[config.mk]
export PLATFORM = sky130hd
export DESIGN_NAME = am25ls_piso_shifter
export DESIGN_NICKNAME = d
export VERILOG_FILES = /design/src/rtl/am25ls_piso_shifter_pkg.sv /design/src/rtl/am25ls_piso_shifter_bitcnt.sv /design/src/rtl/am25ls_piso_shifter.sv
export SDC_FILE = /design/constraint.sdc
export NUM_CORES = 1
export LEC_CHECK = 0
export BUFFER_PORTS_ARGS = -buffer_cell sky130_fd_sc_hd__buf_4
export CORE_MARGIN = 8
export CORE_UTILIZATION = 53
export DETAILED_ROUTE_END_ITERATION = 8
export PLACE_DENSITY_LB_ADDON = 0.2
export RECOVER_POWER = 50
export SYNTH_ARGS = -nofsm -noshare
export SYNTH_HDL_FRONTEND = slang
export SYNTH_SLANG_ARGS = --single-unit
export TNS_END_PERCENT = 1
[constraint.sdc]
create_clock -name clk -period 1.72 [get_ports clk]
set_input_delay 0.086 -clock clk [delete_from_list [all_inputs] [get_ports clk]]
set_output_delay 0.086 -clock clk [all_outputs]
set_load 0.02 [all_outputs]
[src/rtl/am25ls_piso_shifter_pkg.sv]
// Shared definitions for the PISO shifter: FSM encodings and counter width.
package am25ls_piso_shifter_pkg;

    typedef enum logic [1:0] {
        ST_IDLE  = 2'b00,
        ST_SHIFT = 2'b01,
        ST_DONE  = 2'b10
    } state_t;

    // Bits needed to hold WIDTH-1; never less than one bit.
    function automatic int cnt_w(input int width);
        return (width < 2) ? 1 : $clog2(width);
    endfunction

endpackage

[src/rtl/am25ls_piso_shifter_bitcnt.sv]
// Loadable down-counter that tracks the remaining bits of the word in flight.
module am25ls_bitcnt #(
    parameter int CNT_W = 3
) (
    input  logic             clk,
    input  logic             clr_,
    input  logic             ld,
    input  logic [CNT_W-1:0] ld_val,
    input  logic             en,
    output logic [CNT_W-1:0] cnt,
    output logic             zero
);

    logic [CNT_W-1:0] cnt_reg;

    // Saturates at zero so a stray enable never wraps the count.
    always_ff @(posedge clk or negedge clr_) begin
        if (!clr_) begin
            cnt_reg <= '0;
        end else if (ld) begin
            cnt_reg <= ld_val;
        end else if (en && (cnt_reg != '0)) begin
            cnt_reg <= cnt_reg - 1'b1;
        end
    end

    assign cnt  = cnt_reg;
    assign zero = (cnt_reg == '0);

endmodule

[src/rtl/am25ls_piso_shifter.sv]
// Parallel-in/serial-out shifter with held complementary copy of the loaded word.
module am25ls_piso_shifter
    import am25ls_piso_shifter_pkg::*;
#(
    parameter int WIDTH = 6
) (
    input  logic             clk,
    input  logic             clr_,
    input  logic [WIDTH-1:0] d,
    input  logic             load_,
    input  logic             msb_first,
    output logic             ser_out,
    output logic             busy,
    output logic             done,
    output logic [WIDTH-1:0] q,
    output logic [WIDTH-1:0] q_
);

    localparam int CNT_W = cnt_w(WIDTH);
    localparam logic [CNT_W-1:0] LAST_BIT = CNT_W'(WIDTH - 1);

    state_t           state_reg;
    state_t           state_next;
    logic [WIDTH-1:0] sr_reg;
    logic [WIDTH-1:0] q_reg;
    logic             dir_reg;
    logic [CNT_W-1:0] cnt;
    logic             cnt_zero;
    logic             load_accept;

    // Loads are honoured only when no word is in flight.
    assign load_accept = !load_ && ((state_reg == ST_IDLE) || (state_reg == ST_DONE));

    am25ls_bitcnt #(
        .CNT_W (CNT_W)
    ) u_bitcnt (
        .clk    (clk),
        .clr_   (clr_),
        .ld     (load_accept),
        .ld_val (LAST_BIT),
        .en     (state_reg == ST_SHIFT),
        .cnt    (cnt),
        .zero   (cnt_zero)
    );

    always_ff @(posedge clk or negedge clr_) begin
        if (!clr_) begin
            state_reg <= ST_IDLE;
        end else begin
            state_reg <= state_next;
        end
    end

    always_comb begin
        state_next = ST_IDLE;
        case (state_reg)
            ST_IDLE:  state_next = load_ ? ST_IDLE : ST_SHIFT;
            ST_SHIFT: state_next = cnt_zero ? ST_DONE : ST_SHIFT;
            ST_DONE:  state_next = load_ ? ST_IDLE : ST_SHIFT;
            default:  state_next = ST_IDLE;
        endcase
    end

    always_comb begin
        busy = 1'b0;
        done = 1'b0;
        case (state_reg)
            ST_SHIFT: busy = 1'b1;
            ST_DONE:  done = 1'b1;
            default: ;
        endcase
    end

    // Shift register is flushed on the final bit so ser_out idles low.
    always_ff @(posedge clk or negedge clr_) begin
        if (!clr_) begin
            sr_reg  <= '0;
            q_reg   <= '0;
            dir_reg <= 1'b0;
        end else if (load_accept) begin
            sr_reg  <= d;
            q_reg   <= d;
            dir_reg <= msb_first;
        end else if (state_reg == ST_SHIFT) begin
            if (cnt_zero) begin
                sr_reg <= '0;
            end else if (dir_reg) begin
                sr_reg <= sr_reg << 1;
            end else begin
                sr_reg <= sr_reg >> 1;
            end
        end
    end

    assign ser_out = dir_reg ? sr_reg[WIDTH-1] : sr_reg[0];
    assign q       = q_reg;
    assign q_      = ~q_reg;

endmodule

== After elaboration in Yosys (flattened, before gate mapping) ==
Index checks and enable logic that the tools add are counted.

* Logic and storage cells: 31
* Bits of input ports: 10
* Register bits after elaboration: 18

* Add/sub/neg operators: 1
* Eq/ne operators: 2
* Reduce and logical (&&, ||, !) cells: 10
* Bitwise logic cells: 1
* Muxes and demuxes: 12

{| class="wikitable"
|+ Operators with widths
! operator !! number
|-
| $mux 6 || 4
|-
| $mux 3 || 2
|-
| $not 6->6 || 1
|-
| $mux 1 || 4
|-
| $pmux 2 s2 || 1
|-
| $reduce_bool 2->1 || 2
|-
| $logic_not 3->1 || 1
|-
| $reduce_bool 3->1 || 1
|-
| $sub 3x1->3 const B || 1
|-
| $eq 2x1->1 const B || 1
|-
| $eq 2x2->1 const B || 1
|-
| $logic_and 1x1->1 || 2
|-
| $logic_not 2->1 || 1
|-
| $mux 2 || 1
|-
| $reduce_or 2->1 || 1
|-
| $logic_not 1->1 || 1
|-
| $logic_or 1x1->1 || 1
|}

== Logic depth before layout (Yosys ltp) ==
* Depth in word-level cells: 4
* Mapped depth: 5
* Depth with buffers taken out: 5

== Modules after synthesis ==
Synthesis repeated with hierarchy kept, for this count alone.

* Cell total of the unflattened synthesis: 86
* Area, all modules: 997.2 um^2

{| class="wikitable"
|+ By module, submodules not included
! module !! area an instance (um^2) !! instances !! cells an instance
|-
| am25ls_piso_shifter || 789.5 || 1 || 67
|-
| am25ls_bitcnt || 207.7 || 1 || 19
|}

== Least setup slack after synthesis ==
No wires, ideal clock.

* Kind: reg2reg
* Start point: reg u_bitcnt.cnt_reg[0], in the netlist u_bitcnt.cnt[0]
* End point: reg u_bitcnt.cnt_reg[2], in the netlist u_bitcnt.cnt[2]
* Setup slack: 0.554 ns
* Arrival time: 1.036 ns
* Period minus slack after synthesis: 1.166 ns
* Setup time: 0.129 ns
* Stages on the path, launching flop included: 6
* Cells stage by stage: dfrtp_1 -> inv_1 -> ha_1 -> nand2b_1 -> a311oi_1 -> a31oi_1

* Longest elaborated chain between the ends: 3
* Elaborated cells between the ends (all ways): 6

{| class="wikitable"
|+ Ends and longest elaborated chain
! element !! line !! text
|-
| from (decl) || am25ls_piso_shifter_bitcnt.sv:14 || <nowiki>logic [CNT_W-1:0] cnt_reg;</nowiki>
|-
| from (signal assigned) || am25ls_piso_shifter_bitcnt.sv:21 || <nowiki>cnt_reg <= ld_val;</nowiki>
|-
| from (signal assigned) || am25ls_piso_shifter_bitcnt.sv:23 || <nowiki>cnt_reg <= cnt_reg - 1'b1;</nowiki>
|-
| $sub 3x1->3 / $reduce_bool 3->1 (equally long branches) || am25ls_piso_shifter_bitcnt.sv:23, am25ls_piso_shifter_bitcnt.sv:22 ||
|-
| $mux 3 / $logic_and 1x1->1 (equally long branches) || am25ls_piso_shifter_bitcnt.sv:22 || <nowiki>end else if (en && (cnt_reg != '0)) begin</nowiki>
|-
| $mux 3 / $reduce_bool 2->1 (equally long branches) || - ||
|}

Several ways; a longest one is shown, not always the timed one. The select of a mux whose other input is x is not followed.
A chain may end at the register's enable or synchronous reset.

== Worst setup path after layout ==
* Start point: reg state_reg[1]
* End point: out busy

* Longest elaborated chain between the ends: 2

{| class="wikitable"
|+ Ends and longest elaborated chain
! element !! line !! text
|-
| from (decl) || am25ls_piso_shifter.sv:22 || <nowiki>state_t state_reg;</nowiki>
|-
| from (signal assigned) || am25ls_piso_shifter.sv:50 || <nowiki>state_reg <= state_next;</nowiki>
|-
| $eq 2x1->1 || am25ls_piso_shifter.sv:67 || <nowiki>case (state_reg)</nowiki>
|-
| $mux 1 || am25ls_piso_shifter.sv:67 ||
|-
| to (decl) || am25ls_piso_shifter.sv:13 || <nowiki>output logic busy,</nowiki>
|}

No other way between the ends.

==> key figures <==
Layout
  – Fill cells: 142
  – Layout area overhead: 25.0%
  – Most frequent cells in the layout: 18 x dfrtp_1, 18 x buf_4, 13 x nand2_1
  – Post-layout util: 0.675
  – # diodes: 0
  – Layout cell share with drive strength beyond 1: 0.235
  – Fin nets: 128

Floorplanning
  – Initial Utilization: 0.540
  – Row count: 15
  – Core ar.: 1650 µm²
  – Die Ht: 57.0 µm
  – Die ar.: 3250 µm²
  – DIE WIDTH: 57.0 µm
  – IO Pins: 25

Clock network
  – Post-cts repair resize count: 0
  – Number of setup buffers added after CTS: 0
  – CTS H-Tree Depth: 1
  – Root Buffer: clkbuf_4
  – CTS buffer count: 3
  – Clock Tree Buf Depth: 2
  – Hold buffer count at cts: 3
  – CTS tree: yes
  – Sink Count: 18
  – Worst-Skew Late Latency: 0.29 ns
  – CTS clk-pin slew, worst paths: 0.10 ns

Timing
  – Actual slew at the worst max-slew pin: 0.968 ns
  – Final setup fails: 0
  – Hold slack: 0.0180 ns
  – Fin Setup TNS: 0 ns
  – Hold Vio Cnt, Final: 0
  – Fmax: 644 MHz
  – Slew HR: 0.354
  – Final min period: 1.55 ns
  – Slew Limit Fails: 0
  – RSZ-0062 raised after global routing: false
  – Period utilization: 0.903
  – Max Clock Skew: 0.00163 ns

Power and ir drop
  – Pwr Total: 0.00206 W
  – Static Leak: 0.539 nW
  – Maximum VDD drop: 0.00101 V
  – Pwr dens: 1850 nW/µm²

Synth
  – Synth top area cells: dfrtp_1 50%, mux2i_1 10%, nand2_1 5.5%
  – Syn Area/Cell: 10.3 µm²
  – Top-area cell type share of the netlist area: 0.505
  – Synth Warn #: 0
  – Cell taking the most area after synthesis: dfrtp_1
  – Post-Syn Area: 892 µm²
  – Cells after Synth: 87
  – Post-synthesis sequential area ratio: 0.505
  – Net Count, Synth: 99
  – Number of synthesized register bits: 18
  – Netlist cell types: 24

Global route
  – Vias in the first global route: 733
  – Largest net degree at the start of global routing: 19
  – Global-route wire length before repair: 3340 µm
  – All-layer global routing usage: 0.128
  – Global route total overflow: 0
  – Initial antenna violation count: 0

Detailed routing
  – DRC Markers: 0
  – Detail Route Antenna Nets: 0
  – DRT Pass-1 Iters: 4
  – Via/cell ratio: 5.36
  – Routed len/inst: 15.1 µm
  – Initial drt markers: 26
  – Routed wire length: 2000 µm
  – Vias: 708

Setup path
  – CP max FO: 8
  – CP max-delay cell: dfrtp_1
  – CP Data Required Time: 1.63 ns
  – CP bufs+invs: 1
  – Crit end category: primary output
  – Worst EP arrival: 1.47 ns
  – CP Launch Type: flip-flop
  – CP cell instances: nor2b_1, buf_4
  – Slowest stage delay, CP: 0.47 ns
  – CP top delay family: flip-flops
  – Critical path class: reg -> out

Outcome
  – Status: complete, no violations

Job
  – Max-cap violations: 0

Worst hold path
  – Hold/Removal Path Class: in -> reg

Place
  – Gpl congestion: 0.805
  – Buffers on Ports: 24
  – Detail Placement HPWL: 1490 µm
## tightest hold or removal path: stages
cell	delay [ns]
buf_4	0.08
nand2_1	0.05
nand3_1	0.06
## per-stage QoR
step,area [µm²],std cells,setup slack (ns)
floorplan,892,87,0.554
global placement,1080,125,0.423
detailed placement,1080,125,0.322
CTS,1140,132,0.151
global route,1110,132,0.0695
finish,1110,132,0.167
## layout make-up
class                           count  area (µm²)  share of cell area
Clock buffer                        4        36.3              0.0325
Timing Repair Buffer               29         195               0.175
Sequential cell                    18         450               0.404
Multi-Input combinational cell     55         378               0.339
Tap cell                           17        21.3              0.0191
Inverter                            9        33.8              0.0303
## worst paths after layout
| path | from | end | slack, ns | cells after the start |
|---|---|---|---|---|
| worst max-delay path | state_reg[1] | busy | 0.17 | 2 |
| worst min-delay path | d[5] | sr_reg[5] | 0.02 | 3 |
| worst max register to register | state_reg[1] | sr_reg[0] | 0.29 | 3 |
| worst min register to register | u_bitcnt.cnt[2] | u_bitcnt.cnt[2] | 0.51 | 1 |
| max in group asynchronous | clr_ | sr_reg[3] | 0.68 | 2 |
| min in group asynchronous | clr_ | q[5] | 0.46 | 2 |
## where the power goes
part           internal (W)  switching (W)  leakage [nW]
Clock              0.000129       0.000129        0.0210
Combinational      0.000422       0.000611         0.295
Sequential         0.000612       0.000162         0.222
## cell families (layout without fill, tap and decap cells)
| family | Yosys count | count (layout) | synth area share |
|---|---|---|---|
| AOI/OAI and AO/OA | 15 | 15 | 0.119 |
| DFF | 18 | 18 | 0.505 |
| adders and majority gates | 2 | 2 | 0.0280 |
| and+or+nand+nor | 27 | 27 | 0.150 |
| buffers and inverters | 14 | 42 | 0.0715 |
| muxes | 11 | 11 | 0.126 |
## cell usage after synthesis, drive strengths merged
cell type,count
a21oi,1
a311oi,1
a31oi,1
and3,1
buf,5
dfrtp,18
ha,2
inv,9
mux2,2
mux2i,9
nand2,14
nand2b,1
nand3,5
nand4,1
nor2,1
nor2b,2
nor3b,1
o21ai,7
o221ai,4
o311ai,1
or2,1
## routing by layer
metal,share of wire,GRT usage
met5,0,0
met4,0.0070,0.0638
met3,0.084,0.0599
met2,0.45,0.188
met1,0.46,0.154
Power figures use the tool's default switching activity.
